==> src/rtl/sodor5_feed_pkg.sv <==
// Shared constants and state encoding for the sodor5 instruction-feed sequencer.
package sodor5_feed_pkg;

    localparam int XLEN  = 32;
    localparam int DEPTH = 16;

    // addi x0,x0,0
    localparam logic [31:0] NOP_INSTR = 32'h00000013;

    typedef enum logic [1:0] {
        IDLE  = 2'd0,
        RUN   = 2'd1,
        DRAIN = 2'd2,
        DONE  = 2'd3
    } feed_state_t;

endpackage

==> src/rtl/feed_prog_mem.sv <==
// Program word storage: synchronous write, asynchronous read, no reset so
// contents survive a sequencer reset.
module feed_prog_mem #(
    parameter int DEPTH = sodor5_feed_pkg::DEPTH,
    parameter int AW    = 4,
    parameter int XLEN  = sodor5_feed_pkg::XLEN
) (
    input  logic            clk,
    input  logic            we,
    input  logic [AW-1:0]   waddr,
    input  logic [XLEN-1:0] wdata,
    input  logic [AW-1:0]   raddr,
    output logic [XLEN-1:0] rdata
);

    logic [XLEN-1:0] mem [DEPTH];

    always_ff @(posedge clk) begin
        if (we) begin
            mem[waddr] <= wdata;
        end
    end

    assign rdata = mem[raddr];

endmodule

==> src/rtl/imem_feed_sequencer.sv <==
// Issues a stored program to the core under a stall handshake, once or looping,
// then flushes the pipeline with NOPs and reports completion.
module imem_feed_sequencer
    import sodor5_feed_pkg::*;
#(
    parameter int              DEPTH      = sodor5_feed_pkg::DEPTH,
    parameter int              AW         = 4,
    parameter int              XLEN       = sodor5_feed_pkg::XLEN,
    parameter int              DRAIN_NOPS = 5,
    parameter logic [XLEN-1:0] NOP_INSTR  = sodor5_feed_pkg::NOP_INSTR
) (
    input  logic            clk,
    input  logic            reset,
    input  logic            load_en,
    input  logic [AW-1:0]   load_addr,
    input  logic [XLEN-1:0] load_data,
    input  logic [AW:0]     prog_len,
    input  logic            loop_en,
    input  logic            start,
    input  logic            halt,
    input  logic            core_ready,
    output logic [XLEN-1:0] instr,
    output logic            instr_valid,
    output logic [AW-1:0]   pc_idx,
    output logic            busy,
    output logic            done,
    output logic [15:0]     issued_cnt
);

    localparam int            DW         = $clog2(DRAIN_NOPS + 1);
    localparam logic [DW-1:0] DRAIN_LAST = DW'(DRAIN_NOPS);

    feed_state_t     state_reg;
    logic [AW-1:0]   pc_idx_reg;
    logic [AW:0]     len_reg;
    logic            loop_reg;
    logic [DW-1:0]   drain_cnt_reg;
    logic [XLEN-1:0] instr_reg;
    logic            instr_valid_reg;
    logic [15:0]     issued_cnt_reg;

    logic [XLEN-1:0] mem_rdata;
    logic            mem_we;
    logic            last_word;
    logic            load_window;

    // Program may only be rewritten while nothing is being issued from it.
    assign load_window = (state_reg == IDLE) || (state_reg == DONE);
    assign mem_we      = load_en && load_window;
    assign last_word   = (({1'b0, pc_idx_reg} + (AW+1)'(1)) == len_reg);

    feed_prog_mem #(
        .DEPTH (DEPTH),
        .AW    (AW),
        .XLEN  (XLEN)
    ) u_prog_mem (
        .clk   (clk),
        .we    (mem_we),
        .waddr (load_addr),
        .wdata (load_data),
        .raddr (pc_idx_reg),
        .rdata (mem_rdata)
    );

    always_ff @(posedge clk or negedge reset) begin
        if (!reset) begin
            state_reg       <= IDLE;
            pc_idx_reg      <= '0;
            len_reg         <= '0;
            loop_reg        <= 1'b0;
            drain_cnt_reg   <= '0;
            instr_reg       <= NOP_INSTR;
            instr_valid_reg <= 1'b0;
            issued_cnt_reg  <= '0;
        end else begin
            case (state_reg)
                IDLE, DONE: begin
                    if (start) begin
                        len_reg         <= prog_len;
                        loop_reg        <= loop_en;
                        pc_idx_reg      <= '0;
                        issued_cnt_reg  <= '0;
                        drain_cnt_reg   <= '0;
                        instr_reg       <= NOP_INSTR;
                        instr_valid_reg <= 1'b0;
                        state_reg       <= (prog_len == '0) ? DRAIN : RUN;
                    end
                end
                RUN: begin
                    // halt wins over core_ready: no program word leaves on this edge
                    if (halt) begin
                        instr_reg       <= NOP_INSTR;
                        instr_valid_reg <= 1'b0;
                        state_reg       <= DRAIN;
                    end else if (core_ready) begin
                        instr_reg       <= mem_rdata;
                        instr_valid_reg <= 1'b1;
                        if (issued_cnt_reg != 16'hFFFF) begin
                            issued_cnt_reg <= issued_cnt_reg + 16'd1;
                        end
                        if (last_word) begin
                            if (loop_reg) begin
                                pc_idx_reg <= '0;
                            end else begin
                                state_reg <= DRAIN;
                            end
                        end else begin
                            pc_idx_reg <= pc_idx_reg + AW'(1);
                        end
                    end
                end
                DRAIN: begin
                    // The final NOP is held until the core takes it, then we retire.
                    if (core_ready) begin
                        instr_reg <= NOP_INSTR;
                        if (drain_cnt_reg == DRAIN_LAST) begin
                            instr_valid_reg <= 1'b0;
                            state_reg       <= DONE;
                        end else begin
                            instr_valid_reg <= 1'b1;
                            drain_cnt_reg   <= drain_cnt_reg + DW'(1);
                        end
                    end
                end
                default: state_reg <= IDLE;
            endcase
        end
    end

    assign instr       = instr_reg;
    assign instr_valid = instr_valid_reg;
    assign pc_idx      = pc_idx_reg;
    assign busy        = (state_reg == RUN) || (state_reg == DRAIN);
    assign done        = (state_reg == DONE);
    assign issued_cnt  = issued_cnt_reg;

endmodule

==> config.mk <==
export PLATFORM = sky130hd
export DESIGN_NAME = imem_feed_sequencer
export DESIGN_NICKNAME = d
export VERILOG_FILES = /design/src/rtl/sodor5_feed_pkg.sv /design/src/rtl/feed_prog_mem.sv /design/src/rtl/imem_feed_sequencer.sv
export SDC_FILE = /design/constraint.sdc
export NUM_CORES = 1
export LEC_CHECK = 0
export CORE_MARGIN = 2
export CORE_UTILIZATION = 50
export DETAILED_ROUTE_END_ITERATION = 10
export PLACE_DENSITY_LB_ADDON = 0.08
export RECOVER_POWER = 100
export SYNTH_ARGS = -nofsm -noshare
export SYNTH_HDL_FRONTEND = slang
export SYNTH_SLANG_ARGS = --single-unit
export TNS_END_PERCENT = 50
==> constraint.sdc <==
create_clock -name clk -period 8.7 [get_ports clk]
set_input_delay 1.74 -clock clk [delete_from_list [all_inputs] [get_ports clk]]
set_output_delay 1.74 -clock clk [all_outputs]
set_load 0.02 [all_outputs]
Word-level counts from Yosys, hierarchy flattened
Memories as Yosys holds them, arrays and structs flattened. Cells that the tools add are included.

$add $sub $neg: 4. Mux-type cells: 37. Reductions and logical operators: 14. Eq/ne operators: 17.

Operator list (number): $mux W32 (4); $pmux W32 S3 (1); $mux W16 (4); $pmux W16 S2 (1); $mux W4 (5); $add A16 B1 Y16 const B (1); $mux W2 (8); $ne A16 B16 Y1 const B (1); $ne A2 B2 Y1 const B (7); $ne A3 B3 Y1 const B (4); $reduce_and A5 Y1 (2); $mux W3 (3); $pmux W4 S2 (1); $mux W1 (7); $pmux W2 S3 (1); $pmux W3 S2 (1); $reduce_and A6 Y1 (1); $add A4 B1 Y5 const B (1); $eq A5 B5 Y1 (1); $logic_not A5 Y1 (1); $add A4 B1 Y4 const B (1); $eq A2 B2 Y1 const B (2); $reduce_and A4 Y1 (1); $reduce_bool A2 Y1 (2); 10 further kinds (11).

Memory bits (writable): 512. Output and inout port bits: 55. Flip-flop bits (word level): 64. Memories kept: 1.

Memories: u_prog_mem.mem (words 16, bits a word 32, read ports 1, clocked after Yosys merged registers in 0, write ports 1, line feed_prog_mem.sv:16) `logic [XLEN-1:0] mem [DEPTH];`.

Longest topological paths before layout
Gate-level depths: netlist of the first run.

Word-level depth: 6. Depth in mapped cells: 9. Depth with buffers taken out: 7.

Modules after synthesis
Synthesis of the first run repeated with hierarchy kept, for this count alone.

Cells, all modules: 1138. Area total of the unflattened synthesis: 22400.2 µm².

By module, submodules not included: feed_prog_mem (cells an instance 806, area each 19194.7 µm², instances 1); imem_feed_sequencer (cells an instance 332, area each 3205.6 µm², instances 1).

Worst setup path before layout of the first run
Ideal clock, no wire load.

Path kind: input to register. From: input load_en. To: memory u_prog_mem.mem[0][0], enable pin. Buffers on the path: 0. Arrival time: 4382 ps. Path slack: 3856 ps. Cell stages on the path: 3. Library setup time: 461 ps. Cells stage by stage: nand2_1 > or3_1 > nor3_1.

Longest elaborated chain between the ends: 3.

Ends and longest elaborated chain: start: declaration (line imem_feed_sequencer.sv:14) `input logic load_en,`; $logic_and A1 B1 Y1 (line imem_feed_sequencer.sv:49) `assign mem_we = load_en && load_window;`; $mux W1 (line feed_prog_mem.sv:19) `if (we) begin`; $mux W1 (not written as such) (line feed_prog_mem.sv:20) `mem[waddr] <= wdata;`; end: declaration (line feed_prog_mem.sv:16).

Every way passes these cells.

Worst setup path in the final report of the first run
From: register pc_idx_reg[2] (netlist: pc_idx[2]). To: output pc_idx[2].

RTL lines: start: declaration (line imem_feed_sequencer.sv:34) `logic [AW-1:0] pc_idx_reg;`; start signal: assignment (line imem_feed_sequencer.sv:108) `pc_idx_reg <= pc_idx_reg + AW'(1);`; end: declaration (line imem_feed_sequencer.sv:24) `output logic [AW-1:0] pc_idx,`.

No word-level cell between the ends.

==> metrics, run 1 <==
outcome finished, violations left; failing checks max-capacitance violations, max-slew violations; Sum Neg Setup Slack 0 ns; Worst path max stage delay 2.35 ns; worst skew pair latency 0.62 ns; Max clock buf depth 3; Synth area leaders edfxtp_1 69%, mux4_2 13%, dfrtp_1 6.8%; core area 0.0442 mm²; leakage 8.58 nW; Synth Flop Type edfxtp_1; Worst Path Buf+Inv 1; synth cell count leaders 512 x edfxtp_1, 128 x mux4_2, 67 x nor2_1; final wirelength 47.4 mm; Critical Path RT 6.96 ns; largest area contributor in the netlist edfxtp_1; pin slew with the least headroom to its limit 4.22 ns; final hold violation count 0; Power Total 7.12 mW; placed inst area 0.0242 mm²; n_diodes 0; vias per cell 5.73; Seq cells post-synth 576; root buffer cell clkbuf_16; Pre-Repair DR Iteration Count 5; top achievable clock speed 176 MHz; post-synth top area share 68.6%; Netlist Area Pre-Place 0.0224 mm²; Max VDD drop 0.178 mV; CTS Hold Bufs 0; Final Max Tran Viols 762; post-detail-place hpwl 24.6 mm; Setup WS pre-CTS 4.49 ns; row cnt 77; first-pass GRT wire length 71.8 mm; crit start category flop; RSZ-0062 raised after global routing no; Die ar. 0.0465 mm²; layout cells sized above 1 19.6%; slowest cell on the critical path dfrtp_1; net count after synthesis 1,155; Remaining Overflow, GRT 0; Post-CTS Resized 0; Final #Nets 1,292; ys async rst share 11.1%; worst path cell trace clkdlybuf4s50_1; crit end category output pin; die width 216 µm; Slew headroom -181%; DRC viols 0; pwr dens 274 mW/mm²; crit-path max FO 54; vias in the first global route 11,279; initial core utilization 50.7%; HP Class reg -> reg; DRT iter0 DRCs 903; DRT antenna net count 0; Final GP Congestion 0.758; wire per inst 25.2 µm; Final Cycle Share 65.3%; Post-CTS Setup Bufs 0; num ports 103; synthesized instance count 1,100; GRT Overall Usage 20.9%; Via Count 10,764; setup violators final 0; worst setup path category reg -> out; syn_area_per_cell 20.4 µm²; Arr. time, crit path 3.94 ns; CTS tree done; most common cell in the netlist edfxtp_1; post-route cell area 0.0260 mm²; crit-path leading delay family flip-flops; DIE HEIGHT 216 µm; CTS clk-pin slew, worst paths 0.06 ns; number of flops mapped to enable cells by yosys 512; initial antenna violation count 1; Buffers on Ports 102; pin count of the biggest net entering global routing 65; final worst slack 3.02 ns; worst hold margin 0.478 ns; Seq/Total Area, Yosys 75.8%; Distinct cells, synth 56; CTS Buf Count 58; H-tree depth 2; Yosys warning count 0; Layout area overhead 16.0%; MaxCap Viol Count 22; Largest register FFs 512; Final min period 5.68 ns; Setup Skew 0.0263 ns; clock sink count 576
==> power breakdown <==
| group | internal [mW] | switching (mW) | leakage [nW] |
|---|---|---|---|
| clock network | 1.44 | 1.03 | 0.912 |
| logic | 0.615 | 0.708 | 2.19 |
| registers | 3.16 | 0.169 | 5.47 |
| total | 5.22 | 1.91 | 8.58 |
==> metal layers <==
metal  global-route usage, %  up-vias  wire length [µm]
li1                        -     4765                 -
met1                    30.3     5672             21400
met2                    34.0      259             23100
met3                    3.30       68              2100
met4                    4.74        0               854
met5                       0        -                 0
==> worst paths after layout <==
kind                       startpoint             to  slack [ns]  depth (start not counted)
max                         pc_idx[2]      pc_idx[2]        3.02                          1
min                          instr[0]       instr[0]        0.48                          2
max reg2reg                 pc_idx[1]      instr[15]        4.12                          7
min reg2reg                  instr[0]       instr[0]        0.48                          2
max in group asynchronous       reset      instr[29]        3.72                          1
min in group asynchronous       reset  issued_cnt[0]        2.62                          1
==> layout make-up <==
| class | count | area [µm²] |
|---|---|---|
| timing repair buffer | 126 | 1130 |
| inverter | 12 | 45.0 |
| tap | 592 | 741 |
| clock inverter | 31 | 337 |
| multi-input combinational | 463 | 5200 |
| fill | 3283 | 18200 |
| clock buffer | 78 | 1560 |
| sequential | 576 | 17000 |
==> metrics by stage <==
stage	util (%)	cells
floorplan	-	1100
global placement	54.8	1769
detailed placement	54.8	1769
CTS	59.0	1878
global route	58.8	1878
finish	58.8	1878
==> cell usage in the layout (no fill, tap or decap), types with 6 or more instances in the layout <==
master           synthesis  layout
nor2_4                   0      10
mux2i_1                 61      61
clkbuf_1                17      37
nand2b_1                 6       6
xnor2_1                 11      11
clkdlybuf4s50_1          0      13
o21ai_0                 36      38
clkbuf_16                0      59
nand2_1                 20      20
dfrtp_1                 61      61
mux4_2                 128     128
nand3_1                  9       9
clkinv_2                 0      10
clkinv_1                 2       7
dlygate4sd3_1            0      88
inv_1                   10      10
buf_4                    8       6
mux2_2                  11      11
bufinv_16                0       6
a21oi_1                 37      37
nor3_1                   9       8
ha_1                     7       7
edfxtp_1               512     512
nor2_1                  67      57
==> cell families (layout without fill, tap and decap cells) <==
family	after synthesis	in the layout	share of synthesized area [%]
flip-flops	576	576	75.8
AO/OA/AOI/OAI	104	104	2.81
adder cells (fa/ha/maj)	7	7	0.391
AND/OR/NAND/NOR	137	137	2.93
buffers and inverters	61	247	1.32
XOR/XNOR	14	14	0.547
multiplexers	201	201	16.2
No activity file was read; power rests on OpenSTA's default activity.
==> run 2, diff against run 1 <==
==> constraint.sdc (replaced) <==
create_clock -name clk -period 6 [get_ports clk]
set_input_delay 1.2 -clock clk [delete_from_list [all_inputs] [get_ports clk]]
set_output_delay 1.2 -clock clk [all_outputs]
set_load 0.02 [all_outputs]
==> metrics, run 2 (synthesized netlist as in run 1, its figures left out) <==
Final #Nets 1,292 (unchanged); pin count of the biggest net entering global routing 65 (unchanged); post-route core utilization 58.6% (-0.14 points); Die ar. 0.0465 mm² (unchanged); Setup Skew 0.0143 ns (-0.0119 ns); Final GP Congestion 0.775 (+2.2%); Post-CTS Setup Bufs 0 (unchanged); DIE HEIGHT 216 µm (unchanged); Arr. time, crit path 4.79 ns (+0.85 ns); final hold violation count 0 (unchanged); HP Class reg -> reg; first-pass GRT wire length 72.3 mm (+0.73%); Buffers on Ports 102 (unchanged); post-detail-place hpwl 24.6 mm (-0.14%); num ports 103 (unchanged); routed wl met3 2.61 mm (+25%); core area 0.0442 mm² (unchanged); final wirelength 47.2 mm (-0.38%); pin slew with the least headroom to its limit 2.88 ns (-1.34 ns); most frequent cells in the layout 512 x edfxtp_1, 128 x mux4_2, 88 x dlygate4sd3_1; die width 216 µm (unchanged); hold depth 2 (unchanged); top achievable clock speed 219 MHz; leakage 8.56 nW (-0.17%); M1 wire length 21.4 mm (+0.15%); failing checks max-capacitance violations, max-slew violations; wire per inst 25.1 µm (-0.43%); Max clock buf depth 3 (unchanged); H-tree depth 2 (unchanged); crit-path max FO 17 (-69%); worst skew pair latency 0.62 ns (about the same); fill cell count 3,273 (-0.30%); vias per cell 5.78 (+0.84%); Final min period 4.57 ns; DRT antenna net count 0 (unchanged); clock sink count 576 (unchanged); initial core utilization 50.7% (unchanged); initial antenna violation count 1 (unchanged); Final Max Tran Viols 544 (-29%); Top Metal Used met4; CTS tree done; crit end category flop; outcome finished, violations left; crit start category input pin; vias in the first global route 11,269 (-0.089%); layout cells sized above 1 19.8% (+0.23 points); Layout area overhead 15.7%; CTS clk-pin slew, worst paths 0.06 ns (about the same); row cnt 77 (unchanged); Largest register FFs 512 (unchanged); CTS Hold Bufs 0 (unchanged); root buffer cell clkbuf_16; Sum Neg Setup Slack 0 ns (unchanged); Slew headroom -92.0% (+89 points); Pre-Repair DR Iteration Count 5 (unchanged); commonest non-fill, non-tap cell in the layout edfxtp_1; DRC viols 0 (unchanged); Post-CTS Resized 0 (unchanged); CTS Buf Count 58 (unchanged); met2 wire len 22.5 mm (-2.5%); MaxCap Viol Count 18 (-18%); Final Cycle Share 76.2%; Remaining Overflow, GRT 0 (unchanged); RSZ-0062 raised after global routing no; reg2reg path depth 6 (-1); worst setup path category in -> reg; Max VDD drop 0.235 mV (+32%); Via Count 10,860 (+0.89%); DRT iter0 DRCs 888 (-1.7%); Critical Path RT 6.21 ns (-0.75 ns); pwr dens 393 mW/mm² (+43%); setup violators final 0 (unchanged); GRT Overall Usage 21.0% (+0.054 points)
[run 2: power by group]
group	total (mW)	leakage, nW	internal, mW	switching, mW
combinational	1.88	2.19	0.856	1.02
sequential	4.82	5.47	4.59	0.234
clock	3.49	0.904	2.02	1.48
total	10.2	8.56	7.46	2.73
[run 2: per-stage QoR]
stage / cell area, µm² / hold WS [ns] / worst slack, ns / std cells / total power, mW
after CTS: 26100 / 0.476 / 2.36 / 1878 / 10.4
after global placement: 24200 / 0.461 / 2.34 / 1769 / 6.85
after global routing: 25900 / 0.488 / 1.19 / 1879 / 10.6
final: 25900 / 0.473 / 1.43 / 1879 / 10.2
after detailed placement: 24200 / 0.467 / 2.29 / 1769 / 6.86
after floorplan: 22400 / 0.484 / 1.70 / 1100 / 6.20
[run 2: area by class of cell]
| cell class | count | area [µm²] | share of cell area (%) |
|---|---|---|---|
| well taps | 592 | 741 | 2.86 |
| repair buffers | 126 | 1140 | 4.39 |
| diodes | 1 | 2.50 | 0.00965 |
| clock inverters | 26 | 228 | 0.878 |
| clock buffers | 83 | 1630 | 6.27 |
| inverters | 12 | 45.0 | 0.174 |
| flip-flops and latches | 576 | 17000 | 65.5 |
| multi-input cells | 463 | 5160 | 19.9 |
[run 2: worst max-delay path, stage by stage]
cell and delay [ns]:
dlygate4sd3_1 0.59, nand2_1 0.10, or3_1 0.46, nor2_1 1.47
clkbuf_1 0.94
[run 2: worst paths after layout]
kind / start / end / slack (ns)
max: load_en / u_prog_mem.mem[1][25] / 1.43
min: instr[1] / instr[1] / 0.47
max reg2reg: state_reg[0] / u_prog_mem.mem[1][25] / 1.75
min reg2reg: instr[1] / instr[1] / 0.47
max in group asynchronous: reset / pc_idx[0] / 4.50
min in group asynchronous: reset / issued_cnt[0] / 0.75
[run 2: per-layer routing]
layer	vias to the layer above	track usage, %
li1	4766	-
met1	5765	30.8
met2	276	33.3
met3	53	3.88
met4	0	4.74
met5	-	0
